===== src/rtl/mango2_timing_pkg.sv =====
// Mango2 master timing constants shared by the timing generator,
// the video scanner and the system testbench.
package mango2_timing_pkg;

    localparam int CYCLES_PER_LINE = 65;
    localparam int TICKS_PER_CYCLE = 14;
    localparam int LONG_EXTRA      = 2;
    localparam int LINES_PER_FRAME = 262;
    localparam int VISIBLE_LINES   = 192;
    localparam int HBLANK_CYCLES   = 25;

    localparam int HCOUNT_W = 7;
    localparam int VCOUNT_W = 9;
    localparam int SUB_W    = 4;

    localparam int TICKS_PER_LINE =
        CYCLES_PER_LINE * TICKS_PER_CYCLE + LONG_EXTRA;

    localparam logic [SUB_W-1:0] SUB_LAST =
        SUB_W'(TICKS_PER_CYCLE - 1);
    localparam logic [SUB_W-1:0] SUB_LAST_LONG =
        SUB_W'(TICKS_PER_CYCLE + LONG_EXTRA - 1);
    localparam logic [SUB_W-1:0] PHI0_RISE =
        SUB_W'(TICKS_PER_CYCLE / 2);

    localparam logic [HCOUNT_W-1:0] HCOUNT_LAST =
        HCOUNT_W'(CYCLES_PER_LINE - 1);
    localparam logic [HCOUNT_W-1:0] HBLANK_END =
        HCOUNT_W'(HBLANK_CYCLES);

    // q3 runs 4 high / 3 low twice per cycle; the two long-cycle
    // extension ticks stay low.
    function automatic logic q3_decode(input logic [SUB_W-1:0] sub);
        return (sub <= SUB_W'(3)) ||
               ((sub >= SUB_W'(7)) && (sub <= SUB_W'(10)));
    endfunction

endpackage


===== src/rtl/apple_timing_gen.sv =====
// Master timing generator: CPU/PHI0/Q3/pixel enables plus the
// beam position (cycle within line, line within frame).
module apple_timing_gen
    import mango2_timing_pkg::*;
#(
    parameter int FRAME_LINES  = LINES_PER_FRAME,
    parameter int VBLANK_START = VISIBLE_LINES
) (
    input  logic                clk,
    input  logic                reset,
    output logic                cpu_en,
    output logic                phi0,
    output logic                q3,
    output logic                pixel_en,
    output logic                long_cycle,
    output logic [HCOUNT_W-1:0] hcount,
    output logic [VCOUNT_W-1:0] vcount,
    output logic                hblank,
    output logic                vblank,
    output logic                frame_start
);

    localparam logic [VCOUNT_W-1:0] VCOUNT_LAST =
        VCOUNT_W'(FRAME_LINES - 1);
    localparam logic [VCOUNT_W-1:0] VBLANK_LINE =
        VCOUNT_W'(VBLANK_START);

    logic [SUB_W-1:0] sub;
    logic [SUB_W-1:0] sub_last;
    logic             cyc_end;
    logic             line_end;
    logic             frame_end;

    // Wrap compares use >= so any out-of-range count falls back to 0.
    always_comb begin
        long_cycle = (hcount == HCOUNT_LAST);
        sub_last   = long_cycle ? SUB_LAST_LONG : SUB_LAST;
        cyc_end    = (sub >= sub_last);
        line_end   = cyc_end && (hcount >= HCOUNT_LAST);
        frame_end  = line_end && (vcount >= VCOUNT_LAST);
    end

    always_ff @(posedge clk) begin
        if (reset) begin
            sub         <= '0;
            hcount      <= '0;
            vcount      <= '0;
            pixel_en    <= 1'b0;
            frame_start <= 1'b0;
        end else begin
            pixel_en    <= ~pixel_en;
            frame_start <= frame_end;
            if (cyc_end) begin
                sub    <= '0;
                hcount <= line_end ? '0 : hcount + 1'b1;
                if (line_end)
                    vcount <= frame_end ? '0 : vcount + 1'b1;
            end else begin
                sub <= sub + 1'b1;
            end
        end
    end

    always_comb begin
        cpu_en = cyc_end;
        phi0   = (sub >= PHI0_RISE);
        q3     = q3_decode(sub);
        hblank = (hcount < HBLANK_END);
        vblank = (vcount >= VBLANK_LINE);
    end

endmodule


===== config.mk =====
export PLATFORM = sky130hd
export DESIGN_NAME = apple_timing_gen
export DESIGN_NICKNAME = d
export VERILOG_FILES = /design/src/rtl/mango2_timing_pkg.sv /design/src/rtl/apple_timing_gen.sv
export SDC_FILE = /design/constraint.sdc
export NUM_CORES = 1
export LEC_CHECK = 0
export ABC_AREA = 1
export CAP_MARGIN = 20
export CORE_ASPECT_RATIO = 0.6
export CORE_MARGIN = 2
export CORE_UTILIZATION = 49
export CTS_CLUSTER_SIZE = 12
export DETAILED_ROUTE_END_ITERATION = 8
export PLACE_DENSITY = 0.86
export SLEW_MARGIN = 0
export SYNTH_ARGS = -nofsm -noshare
export SYNTH_HDL_FRONTEND = slang
export SYNTH_SLANG_ARGS = --single-unit

===== constraint.sdc =====
create_clock -name clk -period 2 [get_ports clk]
set_input_delay 0.2 -clock clk [delete_from_list [all_inputs] [get_ports clk]]
set_output_delay 0.2 -clock clk [all_outputs]
set_load 0.01 [all_outputs]

### Word-level counts from Yosys, hierarchy flattened

Cells that the tools add are included.
Widths: inputs -> output; s select.

* eq/ne operators: 1
* reductions and logical operators: 6
* add/subtract/negate cells: 3
* $lt $le $gt $ge: 8
* bitwise logic cells: 1
* muxes and demuxes: 3

Operators by type and width (number)
* $add 9x1->9 const B: 1
* $ge 9x8->1 const B: 1
* $ge 9x9->1 const B: 1
* $mux 9: 1
* $add 7x1->7 const B: 1
* $eq 7x7->1 const B: 1
* $ge 7x7->1 const B: 1
* $lt 7x5->1 const B: 1
* $mux 7: 1
* $add 4x1->4 const B: 1
* $ge 4x3->1 const B: 1
* $ge 4x4->1: 1
* $le 4x2->1 const B: 1
* $le 4x4->1 const B: 1
* $logic_and 1x1->1: 3
* $mux 2: 1
* $reduce_and 2->1: 1
* $reduce_or 2->1: 1
* $logic_or 1x1->1: 1
* $not 1->1: 1

* input bits: 2
* register bits after elaboration: 22
* word-level logic and storage cells: 27

### Longest topological paths before layout

Gate-level depths: netlist of the first run.

* word-level depth: 6
* depth in mapped cells: 14
* depth with buffers taken out: 14

### Worst setup path before layout of the first run

OpenSTA, ideal clock, no wires.

* kind: reg2reg
* start point: register hcount[0]
* end point: register hcount[4]
* data arrival time: 2109 ps
* library setup time: 117 ps
* cell stages (with the launch flop): 12
* path slack: -226 ps
* cells stage by stage: dfxtp_1 -> inv_1 -> ha_1 -> nand3_1 -> nor4_1 -> inv_1 -> ha_1 -> nand2_1 -> a21oi_2 -> nand3_1 -> o21ai_0 -> nor2_1

* cells in the longest elaborated chain, start to end: 5
* elaborated cells on any way between the ends: 7
* classes of those cells: add/sub (1); order compare (2); eq/ne (1); mux (2); reduce/logical (1)

RTL lines
* start, declared: line apple_timing_gen.sv:16 `output logic [HCOUNT_W-1:0] hcount,`
* start signal, assigned: line apple_timing_gen.sv:55 `hcount <= line_end ? '0 : hcount + 1'b1;`
* $eq 7x7->1 (*): line apple_timing_gen.sv:36 `long_cycle = (hcount == HCOUNT_LAST);`
* via long_cycle: line apple_timing_gen.sv:15 `output logic long_cycle,`
* $mux 2 (*): line apple_timing_gen.sv:37 `sub_last = long_cycle ? SUB_LAST_LONG : SUB_LAST;`
* $ge 4x4->1 (*): line apple_timing_gen.sv:38 `cyc_end = (sub >= sub_last);`
* via cpu_en: line apple_timing_gen.sv:11 `output logic cpu_en,`
* $logic_and 1x1->1: line apple_timing_gen.sv:39 `line_end = cyc_end && (hcount >= HCOUNT_LAST);`
* $mux 7: line apple_timing_gen.sv:55

Mark *: on every way through the listed nets, which the timed path passes. The rest lies on a longest branch.
A chain may end at the register's enable or synchronous reset.

### Worst setup path in the final report of the first run

* start point: register hcount[1]
* end point: register vcount[3]

* cells in the longest elaborated chain, start to end: 6
* elaborated cells on any way between the ends: 8
* classes of those cells: order compare (2); eq/ne (1); mux (2); reduce/logical (3)

RTL lines
* $eq 7x7->1: line apple_timing_gen.sv:36
* $mux 2: line apple_timing_gen.sv:37
* $ge 4x4->1: line apple_timing_gen.sv:38
* $logic_and 1x1->1: line apple_timing_gen.sv:39
* $logic_and 1x1->1: line apple_timing_gen.sv:40 `frame_end = line_end && (vcount >= VCOUNT_LAST);`
* $mux 9: line apple_timing_gen.sv:57 `vcount <= frame_end ? '0 : vcount + 1'b1;`
* end signal, assigned: line apple_timing_gen.sv:57
* end, declared: line apple_timing_gen.sv:17 `output logic [VCOUNT_W-1:0] vcount,`

Parallel ways exist; a longest one is shown, timed or not.

==> results of run 1 <==
## cell type report
cell class	instances	area share, %
multi-input cells	121	40.5
flip-flops and latches	22	24.8
repair buffers	44	22.8
inverters	26	5.71
clock buffers	3	2.30
well taps	30	2.09
clock inverters	1	1.67
repair inverters	1	0.209
## worst max-delay path, delay by kind of cell, from the launching register on
family / cells / cell delay [ns]
flops: 1 / 0.34
buf+inv: 4 / 0.38
fa+ha+maj: 2 / 0.43
simple gates: 9 / 0.88
## sequential cells by signal (all words and copies together) (netlist names)
name	count
pixel_en	1
vcount	9
frame_start	1
sub	4
hcount	7
## cells in the final DEF (no fill, tap or decap), types with 2 or more instances in the layout
cell,n
a21oi_2,2
o21ai_0,4
nor2_1,24
nand2_4,3
ha_1,7
nor3_1,2
clkdlybuf4s50_1,23
o21bai_1,2
a21oi_1,4
dfxtp_2,4
buf_4,14
nand3_1,11
nand3_4,3
inv_1,21
buf_6,5
nand2_2,7
inv_2,5
nand2_1,37
dfxtp_1,18
clkbuf_8,3
nor2_2,2
## cell families (layout without fill, tap and decap cells)
group	Yosys count	count (layout)	share of synthesized area [%]
AND/OR/NAND/NOR	96	96	36.9
adder cells (fa/ha/maj)	8	8	8.51
AO/OA/AOI/OAI	16	16	7.87
flip-flops	22	22	37.4
buffers and inverters	26	75	8.51
XOR/XNOR	1	1	0.745
## metal layers
metal  wire (µm)  vias up  track usage (%)  part of all wire, %
met3         272       24             5.96                  7.0
li1            -      631                -                    -
met2        1930       73             45.9                   50
met5           0        -                0                    0
met1        1520      646             29.0                   39
met4         174        0             6.53                  4.5
## power by group through the flow
stage	clock (mW)	sequential (mW)	combinational, mW
global route	0.448	0.455	0.0633
finish	0.423	0.453	0.0575
detailed placement	0	0.463	0.0462
CTS	0.423	0.453	0.0512
global placement	0	0.462	0.0441
floorplan	0	0.461	0.0285
## path summary, 6_finish.rpt
check                               start   endpoint  slack [ns]  cells after the start
worst max-delay path            hcount[1]  vcount[3]       -0.09                     15
worst min register to register   pixel_en   pixel_en        0.43                      1
worst max register to register  hcount[1]  vcount[3]       -0.09                     15
worst min-delay path             pixel_en   pixel_en        0.43                      1
## timing repair
action                                  in CTS  in global routing
hold buffers                                 0                  0
buffers inserted                             2                  4
pin swaps                                    2                  8
endpoints found under the setup margin      13                 21
hold endpoints to repair                     0                  0
cloned                                       1                  0
gates resized for setup                     20                 17
==> metrics.md, run 1 <==
| Metric | Value |
|---|---|
| Status | `finished with violations` |
| Failing checks | `negative setup slack` |
| Setup WS pre-CTS | `-0.130 ns` |
| Wirelength, routed | `3890 µm` |
| Switching share of power | `21.0%` |
| DP HPWL | `2350 µm` |
| Multi-input gate area | `728 µm²` |
| Post-synth ARST share | `0%` |
| Post-route ant nets | `0` |
| Yosys warns | `0` |
| Io pins | `26` |
| Sequential Area | `445 µm²` |
| CTS Sinks | `22` |
| Clock tree buffer depth | `2` |
| CTS tree | `done` |
| First-pass GRT wire length | `5340 µm` |
| Register area share after synthesis | `37.4%` |
| First-pass DRT Iterations | `4` |
| Drc violations | `0` |
| Kind of end point of the critical path | `flop` |
| Crit path required time | `2.21 ns` |
| Die Height | `42.0 µm` |
| Final Non-Filler Cells | `248` |
| Total CTS buffers | `3` |
| Reg clk slew, reported paths | `0.08 ns` |
| Hold Slack | `0.431 ns` |
| Mapped cell area | `1180 µm²` |
| Final worst slack | `-0.0893 ns` |
| Mapped Cells | `169` |
| Initial Util | `53.2%` |
| Top post-synthesis cells by count | `nand2_1, nor2_1, inv_1` |
| Via density | `5.54` |
| Syn Nets | `179` |
| Mean post-synth cell area | `6.96 µm²` |
| Cell with the most instances after synthesis | `nand2_1` |
| Top area cells in the synthesized netlist | `dfxtp_1, nand2_1, ha_1` |
| Vias in the first global route | `1208` |
| Fin nets | `229` |
| Clock power share | `45.3%` |
| Main flop type after synthesis | `dfxtp_1` |
| Netlist cell types | `27` |
| Total grt overflow | `0` |
| Crit path kind | `flop to flop` |
| Area fraction of the dominant cell type after synthesis | `37.4%` |
| Crit path time final | `2.09 ns` |
| Max-slew violations | `0` |
| FF+latch count, synth | `22` |
| Final setup TNS | `-0.593 ns` |
| Core area | `2210 µm²` |
| Die ar. | `2820 µm²` |
| Worst-margin pin slew | `0.315 ns` |
| Initial antenna violation count | `0` |
| Gate power share | `6.2%` |
| GRT Total Usage | `25.1%` |
| Psw | `196 µW` |
| Max incr delay on CP | `0.34 ns` |
| DRT iter0 DRCs | `109` |
| Max Fclk | `479 MHz` |
| Number of synthesized flops with an enable pin | `0` |
| Area Overhead vs Synth | `52.9%` |
| Largest net degree at the start of global routing | `14` |
| Wire length per cell | `15.7 µm` |
| Die width | `67.3 µm` |
| Vias | `1374` |
| PD cells | `520 nW/µm²` |
| Htree depth | `1` |
| Final-report hold violation count | `0` |
| RSZ-0062 raised after global routing | `yes` |
| Slowest cell on crit path | `dfxtp_2` |
| Sequential share of power | `48.5%` |
| Largest area contributor in the netlist | `dfxtp_1` |
| Arrival @ worst endpoint | `2.30 ns` |
| Finished Core Util | `81.3%` |
| Worst path cell trace | `inv_2 > ha_4 > nand3_4 > nor4_4 > inv_1 > ha_1 > nand2_2 > buf_6 > nand2_4 > nand3_4 > clkinv_4 > nand2_1 > nand2_1 > nand2_1 > nor2_1` |
| Max FO, Critical Path | `8` |
| Root Buffer | `clkbuf_8` |
| Layout cell share with drive strength beyond 1 | `26.1%` |
| Worst slew margin | `78.9%` |
| Max rail drop VDD | `0.347 mV` |
| Row cnt | `13` |
| Max_cap viols | `0` |
| Fin area | `1800 µm²` |
| # diodes | `0` |
| Worst Skew | `0.00264 ns` |
| Tot Pwr | `934 µW` |
| Placed instance count | `237` |
| Placed inst area | `1580 µm²` |
| Leakage Power | `0.767 nW` |
| Filler Cells Inserted | `136` |
| Critical Path Start Type | `flop` |
| Skew-Pair Late Insertion Delay | `0.27 ns` |
| Crit-path most repeated cell | `nand2_1` |
| Period utilization | `104%` |
| Internal power | `738 µW` |
| Final setup viols | `12` |
| Hold Crit Class | `flop to flop` |
| GPL Wtd Cong | `0.840` |
| PortBufs | `25` |
Power figures use the tool's default switching activity.
==> run 2: changes to the inputs <==
- CORE_ASPECT_RATIO: 0.6 -> unset
==> run 2 against run 1 <==
Effect of this change:
- the run still ends with negative setup slack left
- sequential share of layout area up 0.58 points
- critical path depth down 1
- cell area down 1.5%
- routed wire length down 20%
- clock skew about the same
- critical endpoint is now vcount[2]
- largest cell class unchanged
- largest power group unchanged
- highest routed layer unchanged
==> metrics.md, run 2 (synthesis results as in run 1) <==
| Metric | Value |
|---|---|
| Max Fclk | `491 MHz` |
| Max-slew violations | `0` |
| Final worst slack | `-0.0367 ns` |
| Worst path cell trace | `inv_2 > ha_4 > nand3_4 > nor4_4 > inv_1 > ha_1 > nand2_2 > buf_6 > nand2_8 > nand3_4 > clkinv_4 > nand3_4 > nand2_8 > nor2_1` |
| Crit-path most repeated cell | `nand3_4` |
| Slowest cell on crit path | `dfxtp_2` |
| GRT Total Usage | `23.9%` |
| # diodes | `0` |
| Vias | `1292` |
| Total CTS buffers | `3` |
| First-pass GRT wire length | `5000 µm` |
| Finished Core Util | `79.3%` |
| Post-route ant nets | `0` |
| Htree depth | `1` |
| Crit path kind | `flop to flop` |
| Tot Pwr | `757 µW` |
| Commonest non-fill, non-tap cell in the layout | `nand2_1` |
| Die Height | `53.0 µm` |
| Worst r2r src | `hcount[1]` |
| Layout cell share with drive strength beyond 1 | `26.0%` |
| PortBufs | `25` |
| Drc violations | `0` |
| Io pins | `26` |
| Failing checks | `negative setup slack` |
| Worst slew margin | `76.3%` |
| Crit path time final | `2.04 ns` |
| DRT iter0 DRCs | `50` |
| Worst Skew | `0.00291 ns` |
| Via density | `5.23` |
| Psw | `174 µW` |
| Wire length per cell | `12.6 µm` |
| Area Overhead vs Synth | `50.6%` |
| Crit path required time | `2.21 ns` |
| First-pass DRT Iterations | `4` |
| PD cells | `427 nW/µm²` |
| Status | `finished with violations` |
| Clock power share | `31.8%` |
| Kind of end point of the critical path | `flop` |
| R2R Setup Slk | `-0.04 ns` |
| Number of cells on the worst hold path | `1` |
| Root Buffer | `clkbuf_4` |
| Period utilization | `102%` |
| Die width | `53.0 µm` |
| Sequential share of power | `59.8%` |
| Leakage Power | `0.744 nW` |
| Largest regs | `vcount (9), hcount (7), sub (4)` |
| Worst setup endpoint | `vcount[2]` |
| Total grt overflow | `0` |
| Gate power share | `8.4%` |
| R2R depth | `14` |
| Placed inst area | `1570 µm²` |
| Max FO, Critical Path | `7` |
| Critical Path Start Type | `flop` |
| Max incr delay on CP | `0.34 ns` |
| Fin nets | `230` |
| Max_cap viols | `0` |
| Final setup viols | `9` |
| Clock tree buffer depth | `2` |
| Reg2reg end | `vcount[2]` |
| Worst-margin pin slew | `0.354 ns` |
| Largest net degree at the start of global routing | `13` |
| Wirelength, routed | `3120 µm` |
| Crit path from | `hcount[1]` |
| Max rail drop VDD | `0.351 mV` |
| Hold Crit Class | `flop to flop` |
| Skew-Pair Late Insertion Delay | `0.30 ns` |
| Hold_buf cts | `0` |
| Final-report hold violation count | `0` |
| Initial antenna violation count | `0` |
| Internal power | `583 µW` |
| Largest register by flop count | `vcount` |
| Initial Util | `52.7%` |
| Arrival @ worst endpoint | `2.25 ns` |
| Core area | `2230 µm²` |
| Fin area | `1770 µm²` |
| RSZ-0062 raised after global routing | `yes` |
| Max reg flops | `9` |
| Most frequent cells in the layout | `nand2_1, nor2_1, clkdlybuf4s50_1, inv_1, buf_4` |
| CTS tree | `done` |
| Row cnt | `17` |
| Final setup TNS | `-0.255 ns` |
| Switching share of power | `23.0%` |
| Hold Slack | `0.427 ns` |
| DP HPWL | `2070 µm` |
| CTS Sinks | `22` |
| Die ar. | `2810 µm²` |
| Vias in the first global route | `1184` |
| GPL Wtd Cong | `0.810` |
| Reg clk slew, reported paths | `0.12 ns` |
run 2: critical path, delay by kind of cell, from the launching register on:
| kind | cells | cell delay [ns] |
|---|---|---|
| AND/OR/NAND/NOR | 8 | 0.75 |
| flip-flops | 1 | 0.34 |
| adder cells (fa/ha/maj) | 2 | 0.44 |
| buffers and inverters | 4 | 0.41 |
run 2: final cells by class:
cell class                 count  area (µm²)
timing repair inverter         1        3.75
sequential                    22         449
timing repair buffer          44         395
tap                           28        35.0
clock buffer                   4        36.3
multi-input combinational    122         749
fill                         147         462
inverter                      26         103
run 2: layer usage:
metal	vias to the layer above	part of all wire, %	global-route usage (%)
met5	-	0	0
met1	598	42	27.0
met3	8	4.2	1.69
met2	49	52	46.7
met4	0	1.7	7.69
li1	637	-	-
run 2: power groups by stage:
stage	logic [mW]	clock network, mW	registers (mW)
floorplan	0.0285	0	0.461
global placement	0.0438	0	0.461
detailed placement	0.0459	0	0.462
CTS	0.0586	0.247	0.452
global route	0.0698	0.266	0.454
finish	0.0634	0.241	0.453
run 2: timing repair:
| item | CTS | global route |
|---|---|---|
| endpoints found under the hold margin | 0 | 0 |
| resized for setup | 21 | 16 |
| setup buffers | 4 | 3 |
| cloned | 2 | 0 |
| setup endpoints to repair | 17 | 23 |
| pin swaps | 6 | 4 |
run 2: stage by stage:
step	instances	setup WS (ns)
CTS	244	-0.0256
detailed placement	234	-0.140
floorplan	169	-0.0234
global route	247	-0.154
finish	247	-0.0367
global placement	234	-0.0376
run 2: worst min-delay path by stage:
stage                   from         to
floorplan              reset  hcount[6]
global placement    pixel_en   pixel_en
detailed placement  pixel_en   pixel_en
CTS                 pixel_en   pixel_en
global route        pixel_en   pixel_en
finish              pixel_en   pixel_en
